--- src/rtl/apb_csr_master_if.sv ---
// apb_csr_master_if: APB link between the CSR initiator and the CSR register slave
// Signal names are seen from the master side.
// o_psel, o_penable, o_pwrite, o_paddr and o_pwdata are driven by the master.
// i_prdata, i_pready and i_pslverr are driven by the slave.
`timescale 1ns/1ps
interface apb_csr_master_if #(
  parameter int ADDR_W = 4,
  parameter int DATA_W = 8
) ();
  logic              o_psel;
  logic              o_penable;
  logic              o_pwrite;
  logic [ADDR_W-1:0] o_paddr;
  logic [DATA_W-1:0] o_pwdata;
  logic [DATA_W-1:0] i_prdata;
  logic              i_pready;
  logic              i_pslverr;
  modport master (
    output o_psel, o_penable, o_pwrite, o_paddr, o_pwdata,
    input  i_prdata, i_pready, i_pslverr
  );
  modport slave (
    input  o_psel, o_penable, o_pwrite, o_paddr, o_pwdata,
    output i_prdata, i_pready, i_pslverr
  );
endinterface

--- src/rtl/apb_csr_master.sv ---
// apb_csr_master: single-outstanding APB initiator driven by a request/done command port
// Ports:
//   i_clk, i_rst_n : clock, asynchronous active-low reset
//   i_req, i_write, i_addr, i_wdata, o_ready : command accepted when i_req && o_ready
//   o_done, o_rdata, o_err : one-cycle completion pulse, last read data, transfer status
//   apb : APB master side (apb_csr_master_if.master)
// Optional macro APB_TIMEOUT_EN aborts ACCESS after TIMEOUT wait cycles with o_err=1.
`timescale 1ns/1ps
module apb_csr_master #(
  parameter int ADDR_W  = 4,
  parameter int DATA_W  = 8,
  parameter int TIMEOUT = 15
) (
  input  logic                i_clk,
  input  logic                i_rst_n,
  input  logic                i_req,
  input  logic                i_write,
  input  logic [ADDR_W-1:0]   i_addr,
  input  logic [DATA_W-1:0]   i_wdata,
  output logic                o_ready,
  output logic                o_done,
  output logic [DATA_W-1:0]   o_rdata,
  output logic                o_err,
  apb_csr_master_if.master    apb
);
  typedef enum logic [1:0] {IDLE = 2'd0, SETUP = 2'd1, ACCESS = 2'd2} state_t;
  state_t            r_state, w_next;
  logic              r_write, r_done, r_err;
  logic [ADDR_W-1:0] r_addr;
  logic [DATA_W-1:0] r_wdata, r_rdata;
  logic              w_accept, w_complete, w_timeout;
  assign w_accept   = r_state == IDLE && i_req;
  assign w_complete = r_state == ACCESS && apb.i_pready;
`ifdef APB_TIMEOUT_EN
  logic [7:0] r_cnt;
  always_ff @(posedge i_clk or negedge i_rst_n) begin
    if (!i_rst_n) r_cnt <= '0;
    else if (r_state == SETUP) r_cnt <= '0;
    else if (r_state == ACCESS && !apb.i_pready) r_cnt <= r_cnt + 8'd1;
  end
  // A ready on the same edge wins over the abort.
  assign w_timeout = r_state == ACCESS && !apb.i_pready && r_cnt == 8'(TIMEOUT);
`else
  logic w_unused_timeout;
  assign w_unused_timeout = ^8'(TIMEOUT);
  assign w_timeout = 1'b0;
`endif
  always_comb begin
    w_next = IDLE;
    case (r_state)
      IDLE:    w_next = i_req ? SETUP : IDLE;
      SETUP:   w_next = ACCESS;
      ACCESS:  w_next = (apb.i_pready || w_timeout) ? IDLE : ACCESS;
      default: w_next = IDLE;
    endcase
  end
  always_ff @(posedge i_clk or negedge i_rst_n) begin
    if (!i_rst_n) begin
      r_state <= IDLE;
      r_write <= 1'b0;
      r_addr  <= '0;
      r_wdata <= '0;
      r_done  <= 1'b0;
      r_err   <= 1'b0;
      r_rdata <= '0;
    end else begin
      r_state <= w_next;
      r_done  <= w_complete || w_timeout;
      if (w_accept) begin
        r_write <= i_write;
        r_addr  <= i_addr;
        r_wdata <= i_write ? i_wdata : '0;
      end
      if (w_complete) r_err <= apb.i_pslverr;
      else if (w_timeout) r_err <= 1'b1;
      if (w_complete && !r_write && !apb.i_pslverr) r_rdata <= apb.i_prdata;
    end
  end
  // Bus controls decode straight from state so an asynchronous reset drops them at once.
  assign apb.o_psel    = r_state == SETUP || r_state == ACCESS;
  assign apb.o_penable = r_state == ACCESS;
  assign apb.o_pwrite  = r_write;
  assign apb.o_paddr   = r_addr;
  assign apb.o_pwdata  = r_wdata;
  assign o_ready = r_state == IDLE;
  assign o_done  = r_done;
  assign o_err   = r_err;
  assign o_rdata = r_rdata;
endmodule

--- src/flat_wrapper.sv ---
// flat-port wrapper written by rule: the top's interface ports become plain ports
module apb_csr_master_flat 
#(
  parameter int ADDR_W  = 4,
  parameter int DATA_W  = 8,
  parameter int TIMEOUT = 15
)
  (i_clk, i_rst_n, i_req, i_write, i_addr, i_wdata, o_ready, o_done, o_rdata, o_err, apb_o_psel, apb_o_penable, apb_o_pwrite, apb_o_paddr, apb_o_pwdata, apb_i_prdata, apb_i_pready, apb_i_pslverr);
  apb_csr_master_if #(.ADDR_W(ADDR_W), .DATA_W(DATA_W)) apb_i ();
  input  logic i_clk;
  input  logic i_rst_n;
  input  logic i_req;
  input  logic i_write;
  input  logic [ADDR_W-1:0] i_addr;
  input  logic [DATA_W-1:0] i_wdata;
  output logic o_ready;
  output logic o_done;
  output logic [DATA_W-1:0] o_rdata;
  output logic o_err;
  output wire logic [$bits(apb_i.o_psel)-1:0] apb_o_psel;
  output wire logic [$bits(apb_i.o_penable)-1:0] apb_o_penable;
  output wire logic [$bits(apb_i.o_pwrite)-1:0] apb_o_pwrite;
  output wire logic [$bits(apb_i.o_paddr)-1:0] apb_o_paddr;
  output wire logic [$bits(apb_i.o_pwdata)-1:0] apb_o_pwdata;
  input wire logic [$bits(apb_i.i_prdata)-1:0] apb_i_prdata;
  input wire logic [$bits(apb_i.i_pready)-1:0] apb_i_pready;
  input wire logic [$bits(apb_i.i_pslverr)-1:0] apb_i_pslverr;
  assign apb_o_psel = apb_i.o_psel;
  assign apb_o_penable = apb_i.o_penable;
  assign apb_o_pwrite = apb_i.o_pwrite;
  assign apb_o_paddr = apb_i.o_paddr;
  assign apb_o_pwdata = apb_i.o_pwdata;
  assign apb_i.i_prdata = apb_i_prdata;
  assign apb_i.i_pready = apb_i_pready;
  assign apb_i.i_pslverr = apb_i_pslverr;
  apb_csr_master #(.ADDR_W(ADDR_W), .DATA_W(DATA_W), .TIMEOUT(TIMEOUT)) u_core (.i_clk(i_clk), .i_rst_n(i_rst_n), .i_req(i_req), .i_write(i_write), .i_addr(i_addr), .i_wdata(i_wdata), .o_ready(o_ready), .o_done(o_done), .o_rdata(o_rdata), .o_err(o_err), .apb(apb_i));
endmodule
--- config.mk ---
export PLATFORM = sky130hd
export DESIGN_NAME = apb_csr_master_flat
export DESIGN_NICKNAME = d
export VERILOG_FILES = /design/src/rtl/apb_csr_master_if.sv /design/src/rtl/apb_csr_master.sv /design/src/flat_wrapper.sv
export SDC_FILE = /design/constraint.sdc
export NUM_CORES = 1
export LEC_CHECK = 0
export ABC_AREA = 1
export CORE_MARGIN = 2
export CORE_UTILIZATION = 38
export CTS_CLUSTER_SIZE = 24
export DETAILED_ROUTE_END_ITERATION = 6
export PLACE_DENSITY = 0.85
export SLEW_MARGIN = 30
export SYNTH_ARGS = -nofsm -noshare
export SYNTH_HDL_FRONTEND = slang
export SYNTH_SLANG_ARGS = --single-unit
--- constraint.sdc ---
create_clock -name i_clk -period 1.3 [get_ports i_clk]
set_input_delay 0.26 -clock i_clk [delete_from_list [all_inputs] [get_ports i_clk]]
set_output_delay 0.26 -clock i_clk [all_outputs]
set_load 0.01 [all_outputs]
==> run summary, run 1 <==
H-tree lvl count: 1
Crit end category: output pin
Worst slew pin tran: 0.314 ns
Tightest Hold Check Type: in -> async
WL final: 2.44 mm
Syn_nets: 135
DR iter-0 viols: 22
Worst-skew pair later-pin latency: 0.31 ns
Final setup margin: -0.102 ns
Mapped Avg Cell Area: 9.47 um^2
CTS Sinks: 25
Pre-Repair DR Iteration Count: 4
# diodes: 0
Total GRT Usage: 17.2%
Max-Cap Viols: 0
CTS tree: built
Setup TNS: -0.249 ns
WP depth: 3
#FFs+latches synth: 25
Residual DRC count: 0
Crit-path max cell delay: 0.41 ns
Post-Route Utilization: 67.5%
Vias: 944
Status: finished with violations
Post-synthesis sequential area ratio: 61.7%
CTS buffer count: 3
Final instance area: 0.00169 mm^2
Clk_skew: 0.00333 ns
Worst Path Required: 1.04 ns
Antenna Violating Nets Remaining: 0
Reg clk slew, reported paths: 0.13 ns
Slew margin rel.: 79.0%
WP data arrival: 1.14 ns
Vias per cell: 4.65
Detailed placement HPWL: 1.80 mm
Commonest non-fill, non-tap cell in the layout: nand2_1
Initial Utilization: 40.5%
Worst slack at placement: -0.147 ns
Final Wtd Congestion: 0.774
Final Hold Vio Count: 0
RSZ-0062 raised after global routing: yes
Core area: 0.00250 mm^2
Final setup vio count: 8
Largest net degree at the start of global routing: 26
Placed inst area: 0.00160 mm^2
Pwr/cell area: 2010 mW/mm^2
FP Rows: 18
IR drop worst, VDD: 0.00123 V
# nets final: 202
Final min period: 1.40 ns
Die width: 55.6 um
Fin. max-slew vios: 0
Cell chain of the critical path: buf_4 -> ha_4 -> buf_6
R2R cell count: 8
Clock tree buffer depth: 2
Critical Path Fanout Max: 3
Vias in the first global route: 952
Critical path class: reg -> out
Top delay family on crit path: flip-flops
Initial antenna violation count: 0
Synth Cell Area: 0.00101 mm^2
Dpl cells: 191
Distinct cells, synth: 13
Peak Freq: 713 MHz
First-pass GRT wire length: 4.28 mm
CP startpoint kind: register
Synth warn: 0
PortBufs: 51
Die Ht: 55.6 um
CP max stage cell: dfrtp_1
Mean routed wirelength per cell: 12.0 um
Synth Instances: 107
Final Cycle Share: 108%
Hold_ws: 0.286 ns
I/O pins: 52
GRT overflow: 0
Most frequent cells in the layout: nand2_1 (52), clkdlybuf4s50_1 (25), dfrtp_1 (25)
Clk root buf: clkbuf_4
Tot Pwr: 3.38 mW
Violated checks: negative setup slack
Die area: 0.00310 mm^2
Layout cells sized above 1: 16.2%
Final Non-Filler Cells: 203
Buf/Inv on CP: 2
Leak: 0.887 nW
P&R area growth vs syn: 66.4%
where the power goes:
group	switching, mW	internal (mW)	leakage [nW]
logic	0.843	0.904	0.551
registers	0.175	1.12	0.318
clock network	0.224	0.115	0.0177
cells in the mapped netlist:
| cell | n | area, um^2 |
|---|---|---|
| nand2_1 | 53 | 199 |
| dfrtp_1 | 25 | 626 |
| nand3_1 | 8 | 40.0 |
| o21ai_1 | 8 | 40.0 |
| buf_4 | 2 | 15.0 |
| ha_1 | 2 | 25.0 |
| inv_1 | 2 | 7.51 |
| inv_2 | 2 | 7.51 |
| buf_6 | 1 | 11.3 |
| clkbuf_2 | 1 | 5.00 |
| nand2_4 | 1 | 11.3 |
| nor2_8 | 1 | 20.0 |
| o22ai_1 | 1 | 6.26 |
logic make-up (layout without fill, tap and decap cells):
group           count (synthesis)  after routing  synth area share, %
compound gates                  9              9                 4.57
simple gates                   63             63                 26.7
flops                          25             25                 61.7
fa+ha+maj                       2              2                 2.47
buf+inv                         8             74                 4.57
what timing repair did:
item	4_1_cts	5_1_grt
hold buffers	0	0
setup endpoints to repair	26	27
buffers inserted	3	5
resized for setup	41	12
flip-flops by register name, summed over array words and instances (netlist names):
| register | flops |
|---|---|
| u_core.apb.o_pwdata | 8 |
| u_core.r_state | 2 |
| u_core.o_rdata | 8 |
| u_core.apb.o_pwrite | 1 |
| u_core.o_done | 1 |
| u_core.apb.o_paddr | 4 |
| u_core.o_err | 1 |
layout make-up:
| type | instances | area (um^2) |
|---|---|---|
| Inverter | 4 | 20.0 |
| Tap cell | 30 | 37.5 |
| Fill cell | 202 | 813 |
| Clock inverter | 1 | 5.00 |
| Sequential cell | 25 | 626 |
| Clock buffer | 3 | 22.5 |
| Multi-Input combinational cell | 74 | 362 |
| Timing Repair Buffer | 66 | 614 |
metal layers:
| metal | vias up | routed length, um | GRT usage, % |
|---|---|---|---|
| li1 | 467 | - | - |
| met1 | 439 | 982 | 21.1 |
| met2 | 38 | 1220 | 29.9 |
| met3 | 0 | 244 | 5.35 |
| met4 | 0 | 0 | 3.14 |
| met5 | - | 0 | 0 |
final timing paths:
check	start	to	slack (ns)
worst max-delay path	u_core.r_state[1]	apb_o_penable	-0.10
worst min register to register	u_core.o_rdata[0]	u_core.o_rdata[0]	0.49
worst min-delay path	i_rst_n	u_core.r_state[0]	0.29
min in group i_clk	i_addr[2]	u_core.apb.o_paddr[2]	0.47
worst max register to register	u_core.r_state[1]	u_core.o_rdata[7]	-0.01
max in group asynchronous	i_rst_n	u_core.apb.o_pwdata[3]	0.77
Note: power is estimated with default switching activity, not from simulation.
==> run 2, diff against run 1 <==
- SKIP_CTS_REPAIR_TIMING: not set -> 1
==> run 2 against run 1 <==
  * The run still ends with negative setup slack left
  * First-iteration DRC count fell by 27%
  * Critical path depth stayed put
  * Sequential share of layout area shrank 1.7 points
  * Largest power group unchanged
==> run summary, run 2 (same netlist as run 1, synthesis figures left out) <==
Slew margin rel.: 78.8% (was 79.0%)
Final Wtd Congestion: 0.774 (unchanged)
Critical Path Fanout Max: 3 (unchanged)
Initial Utilization: 40.5% (unchanged)
Clk_skew: 0.00262 ns (was 0.00333 ns)
Residual DRC count: 0 (unchanged)
Total GRT Usage: 16.4% (was 17.2%)
Initial antenna violation count: 0 (unchanged)
IR drop worst, VDD: 0.00128 V (was 0.00123 V)
Reg clk slew, reported paths: 0.13 ns (about the same)
Mean routed wirelength per cell: 12.7 um (was 12.0 um)
CTS buffer count: 3 (unchanged)
Critical path class: reg -> out (unchanged)
Detailed placement HPWL: 1.80 mm (unchanged)
Sw frac: 35.7% (was 36.7%)
Commonest non-fill, non-tap cell in the layout: nand2_1 (unchanged)
Vias: 949 (was 944)
Post-Route Utilization: 70.7% (was 67.5%)
Clk root buf: clkbuf_4 (unchanged)
Comb power frac: 53.7% (was 51.6%)
Worst Path Required: 1.04 ns (about the same)
Vias in the first global route: 928 (was 952)
Die width: 55.6 um (unchanged)
CP startpoint kind: register (unchanged)
CTS Sinks: 25 (unchanged)
Final Cycle Share: 109% (was 108%)
H-tree lvl count: 1 (unchanged)
Worst slew pin tran: 0.318 ns (was 0.314 ns)
Die area: 0.00310 mm^2 (unchanged)
Crit. Startpoint: u_core.r_state[1] (unchanged)
WL final: 2.53 mm (was 2.44 mm)
Final setup vio count: 4 (was 8)
Final setup margin: -0.118 ns (was -0.102 ns)
Leak: 1.13 nW (was 0.887 nW)
Clock share of power: 9.4% (was 10.0%)
Tot Pwr: 3.52 mW (was 3.38 mW)
Worst-skew pair later-pin latency: 0.30 ns (was 0.31 ns)
DR iter-0 viols: 16 (was 22)
Crit end category: output pin (unchanged)
Status: finished with violations (unchanged)
# diodes: 0 (unchanged)
WP data arrival: 1.16 ns (was 1.14 ns)
Largest net degree at the start of global routing: 26 (unchanged)
RSZ-0062 raised after global routing: yes (unchanged)
Reg-to-reg startpoint: u_core.r_state[1] (unchanged)
# nets final: 198 (was 202)
Core area: 0.00250 mm^2 (unchanged)
Flop2flop setup slack: 0 ns (was -0.01 ns)
Tightest Hold Check Type: in -> async (unchanged)
Fin. max-slew vios: 0 (unchanged)
CTS tree: built (unchanged)
Clock tree buffer depth: 2 (unchanged)
Violated checks: negative setup slack (unchanged)
FP Rows: 18 (unchanged)
Max-Cap Viols: 0 (unchanged)
PortBufs: 51 (unchanged)
Die Ht: 55.6 um (unchanged)
Vias per cell: 4.77 (was 4.65)
Final min period: 1.42 ns (was 1.40 ns)
Pint: 2.26 mW (was 2.14 mW)
Peak Freq: 705 MHz (was 713 MHz)
Antenna Violating Nets Remaining: 0 (unchanged)
I/O pins: 52 (unchanged)
Reg power frac: 36.9% (was 38.4%)
GRT overflow: 0 (unchanged)
Pre-Repair DR Iteration Count: 4 (unchanged)
Layout cells sized above 1: 16.0% (was 16.2%)
Most frequent cells in the layout: nand2_1 (52), clkdlybuf4s50_1 (25), dfrtp_1 (25) (unchanged)
P_sw: 1.26 mW (was 1.24 mW)
P&R area growth vs syn: 74.3% (was 66.4%)
First-pass GRT wire length: 4.11 mm (was 4.28 mm)
Pwr/cell area: 1990 mW/mm^2 (was 2010 mW/mm^2)
Final Hold Vio Count: 0 (unchanged)
Number of fill cells: 179 (was 202)
==> run 2: path summary, 6_finish.rpt <==
| check | endpoint | depth (start not counted) |
|---|---|---|
| min in group i_clk | u_core.apb.o_paddr[3] | 3 |
| hold / removal | u_core.apb.o_paddr[2] | 2 |
| max in group asynchronous | u_core.o_rdata[7] | 2 |
| setup reg to reg | u_core.o_rdata[1] | 8 |
| hold reg to reg | u_core.o_rdata[0] | 2 |
| setup / recovery | apb_o_psel | 3 |
==> run 2: routing by layer <==
metal	wire (um)	vias to the layer above	share of wire [%]	global-route usage [%]
li1	-	458	-	-
met1	932	449	37	19.5
met2	1350	40	53	29.1
met3	216	2	8.5	5.35
met4	27	0	1.1	3.14
met5	0	-	0	0
==> run 2: power groups by stage <==
stage	clock network [mW]	logic (mW)	registers (mW)
5_1_grt	0.380	2.06	1.34
2_1_floorplan	0	0.559	1.49
3_3_place_gp	0	1.74	1.30
3_5_place_dp	0	1.79	1.32
6_report	0.332	1.89	1.30
4_1_cts	0.348	1.80	1.31
==> run 2: critical path: stages (launching register included) <==
cell      delay, ns
dfrtp_1        0.40
inv_1          0.08
ha_4           0.25
clkbuf_2       0.12
==> run 2: metrics by stage <==
stage | setup TNS (ns) | instance area (um^2) | instances | worst slack (ns) | hold slack [ns]
floorplan | 0 | 1010 | 107 | 0.177 | -0.0356
global placement | -0.284 | 1600 | 191 | -0.126 | 0.451
detailed placement | -0.684 | 1600 | 191 | -0.147 | 0.463
CTS | -5.78 | 1620 | 195 | -0.510 | 0.300
global route | -0.440 | 1770 | 199 | -0.160 | 0.316
finish | -0.237 | 1770 | 199 | -0.118 | 0.297
==> run 2: layout make-up <==
| cell class | instances | area, um^2 | share of cell area, % |
|---|---|---|---|
| multi-input combinational | 74 | 384 | 21.7 |
| inverter | 4 | 20.0 | 1.13 |
| timing repair buffer | 62 | 672 | 38.0 |
| tap | 30 | 37.5 | 2.12 |
| clock inverter | 1 | 5.00 | 0.283 |
| clock buffer | 3 | 22.5 | 1.27 |
| sequential | 25 | 626 | 35.4 |
==> run 3, diff against run 2 <==
- RECOVER_POWER: not set -> 50
- SLEW_MARGIN: 30 -> 20
==> run 3 against run 2 <==
  * The flow still finishes with violations (negative setup slack)
  * Non-clock buffer count did not move
  * Register-to-register slack is essentially flat
  * Wire length barely moved
  * Core utilization fell by 0.10 points
  * Sequential cell count unchanged
  * Clock power barely moved
  * Hold slack improved by 0.17 ns
  * Critical path depth unchanged
  * Worst setup slack worse by 0.0015 ns
  * Maximum frequency shrank 0.11%
  * Critical path type unchanged
  * Highest routed layer unchanged
==> run summary, run 3 (same netlist as run 1, synthesis figures left out) <==
Initial Utilization: 40.5% (unchanged)
Top delay family on crit path: flip-flops (unchanged)
Initial antenna violation count: 0 (unchanged)
Pwr/cell area: 1990 mW/mm^2 (about the same)
Most frequent cells in the layout: nand2_1 (52), dfrtp_1 (25), clkdlybuf4s50_1 (24) (was nand2_1 (52), clkdlybuf4s50_1 (25), dfrtp_1 (25))
Placed inst area: 0.00160 mm^2 (unchanged)
Buf/Inv on CP: 2 (unchanged)
Final instance area: 0.00176 mm^2 (was 0.00177 mm^2)
Final setup margin: -0.119 ns (was -0.118 ns)
CTS Sinks: 25 (unchanged)
Worst-skew pair later-pin latency: 0.31 ns (was 0.30 ns)
Tightest Hold Check Type: in -> async (unchanged)
WP data arrival: 1.16 ns (about the same)
Clock tree buffer depth: 2 (unchanged)
Slew margin rel.: 58.8% (was 78.8%)
Leak: 1.13 nW (about the same)
Residual DRC count: 0 (unchanged)
CP max stage cell: dfrtp_1 (unchanged)
Violated checks: negative setup slack (unchanged)
Grt met3 use: 5.35% (unchanged)
R2R cell count: 8 (unchanged)
First-pass GRT wire length: 4.11 mm (unchanged)
Core area: 0.00250 mm^2 (unchanged)
Final Cycle Share: 109% (about the same)
Mean routed wirelength per cell: 12.7 um (about the same)
Vias per cell: 4.77 (about the same)
Critical path class: reg -> out (unchanged)
Final min period: 1.42 ns (about the same)
Pre-Repair DR Iteration Count: 4 (unchanged)
Die area: 0.00310 mm^2 (unchanged)
Critical Path Fanout Max: 3 (unchanged)
Fin. max-slew vios: 0 (unchanged)
Comb power frac: 53.7% (about the same)
Max-Cap Viols: 0 (unchanged)
Die width: 55.6 um (unchanged)
Clock share of power: 9.5% (was 9.4%)
# diodes: 0 (unchanged)
Clk root buf: clkbuf_4 (unchanged)
Met1 GRT Util: 19.5% (unchanged)
CTS tree: built (unchanged)
Worst slew pin tran: 0.619 ns (was 0.318 ns)
Setup TNS: -0.243 ns (was -0.237 ns)
I/O pins: 52 (unchanged)
Cell chain of the critical path: inv_1 -> ha_4 -> clkbuf_2 (unchanged)
CP startpoint kind: register (unchanged)
H-tree lvl count: 1 (unchanged)
Global routing's busiest layer: met2 (unchanged)
Total GRT Usage: 16.4% (unchanged)
Reg-to-Reg End: u_core.o_rdata[1] (unchanged)
Reg clk slew, reported paths: 0.13 ns (about the same)
Sw frac: 35.7% (about the same)
Crit. Startpoint: u_core.r_state[1] (unchanged)
Detailed placement HPWL: 1.80 mm (unchanged)
Reg-to-reg startpoint: u_core.r_state[1] (unchanged)
IR drop worst, VDD: 0.00128 V (about the same)
Status: finished with violations (unchanged)
Vias: 950 (was 949)
Peak Freq: 704 MHz (was 705 MHz)
Crit end category: output pin (unchanged)
Final Wtd Congestion: 0.774 (unchanged)
Antenna Violating Nets Remaining: 0 (unchanged)
Vias in the first global route: 928 (unchanged)
Pint: 2.26 mW (about the same)
Worst Path Required: 1.04 ns (about the same)
FP Rows: 18 (unchanged)
WL final: 2.53 mm (about the same)
Crit-path max cell delay: 0.40 ns (about the same)
Flop2flop setup slack: 0 ns (about the same)
PortBufs: 51 (unchanged)
Commonest non-fill, non-tap cell in the layout: nand2_1 (unchanged)
# nets final: 198 (unchanged)
Reg power frac: 36.8% (was 36.9%)
Number of fill cells: 180 (was 179)
P&R area growth vs syn: 74.1% (was 74.3%)
Largest net degree at the start of global routing: 26 (unchanged)
Met2 Use GR: 29.1% (unchanged)
Final Hold Vio Count: 0 (unchanged)
DR iter-0 viols: 16 (unchanged)
Clk_skew: 0.00367 ns (was 0.00262 ns)
Layout cells sized above 1: 16.0% (unchanged)
RSZ-0062 raised after global routing: yes (unchanged)
GRT overflow: 0 (unchanged)
Final setup vio count: 4 (unchanged)
CTS buffer count: 3 (unchanged)
Worst slack at placement: -0.147 ns (unchanged)
P_sw: 1.26 mW (about the same)
Die Ht: 55.6 um (unchanged)
run 3: cell count changes in the layout (fill, tap and decap cells not counted):
cell,previous run,this run
clkbuf_2,1,2
buf_4,7,6
clkdlybuf4s50_1,25,24
dlygate4sd3_1,0,1
run 3: final cells by class:
class,count,area (um^2),area share (%)
well taps,30,37.5,2.13
flip-flops and latches,25,626,35.5
multi-input cells,74,384,21.8
clock buffers,3,22.5,1.28
clock inverters,1,5.00,0.284
inverters,4,20.0,1.13
repair buffers,62,669,37.9
run 3: how the worst max path moves through the flow:
stage / endpoint / slack [ns] / cells after the start
floorplan: u_core.o_rdata[0] / 0.18 / 7
global placement: apb_o_psel / -0.13 / 3
detailed placement: apb_o_psel / -0.15 / 3
CTS: apb_o_psel / -0.51 / 3
global route: apb_o_psel / -0.16 / 3
finish: apb_o_psel / -0.12 / 3
run 3: power groups by stage:
stage	combinational [mW]	sequential, mW	clock, mW
6_report	1.89	1.30	0.333
5_1_grt	2.06	1.34	0.380
4_1_cts	1.80	1.31	0.348
3_5_place_dp	1.79	1.32	0
3_3_place_gp	1.74	1.30	0
2_1_floorplan	0.559	1.49	0
run 3: routing by layer:
layer	vias to the layer above	wire [um]
met2	40	1350
met3	2	216
met5	-	0
li1	457	-
met4	0	27
met1	451	934
run 3: stage by stage:
stage                     util (%)  hold slack (ns)  std cells  power (mW)
final                         70.6            0.466        199        3.52
after global routing          70.6            0.470        199        3.78
after CTS                     64.9            0.300        195        3.46
after detailed placement      63.8            0.463        191        3.12
after global placement        63.8            0.451        191        3.04
after floorplan                  -          -0.0356        107        2.05
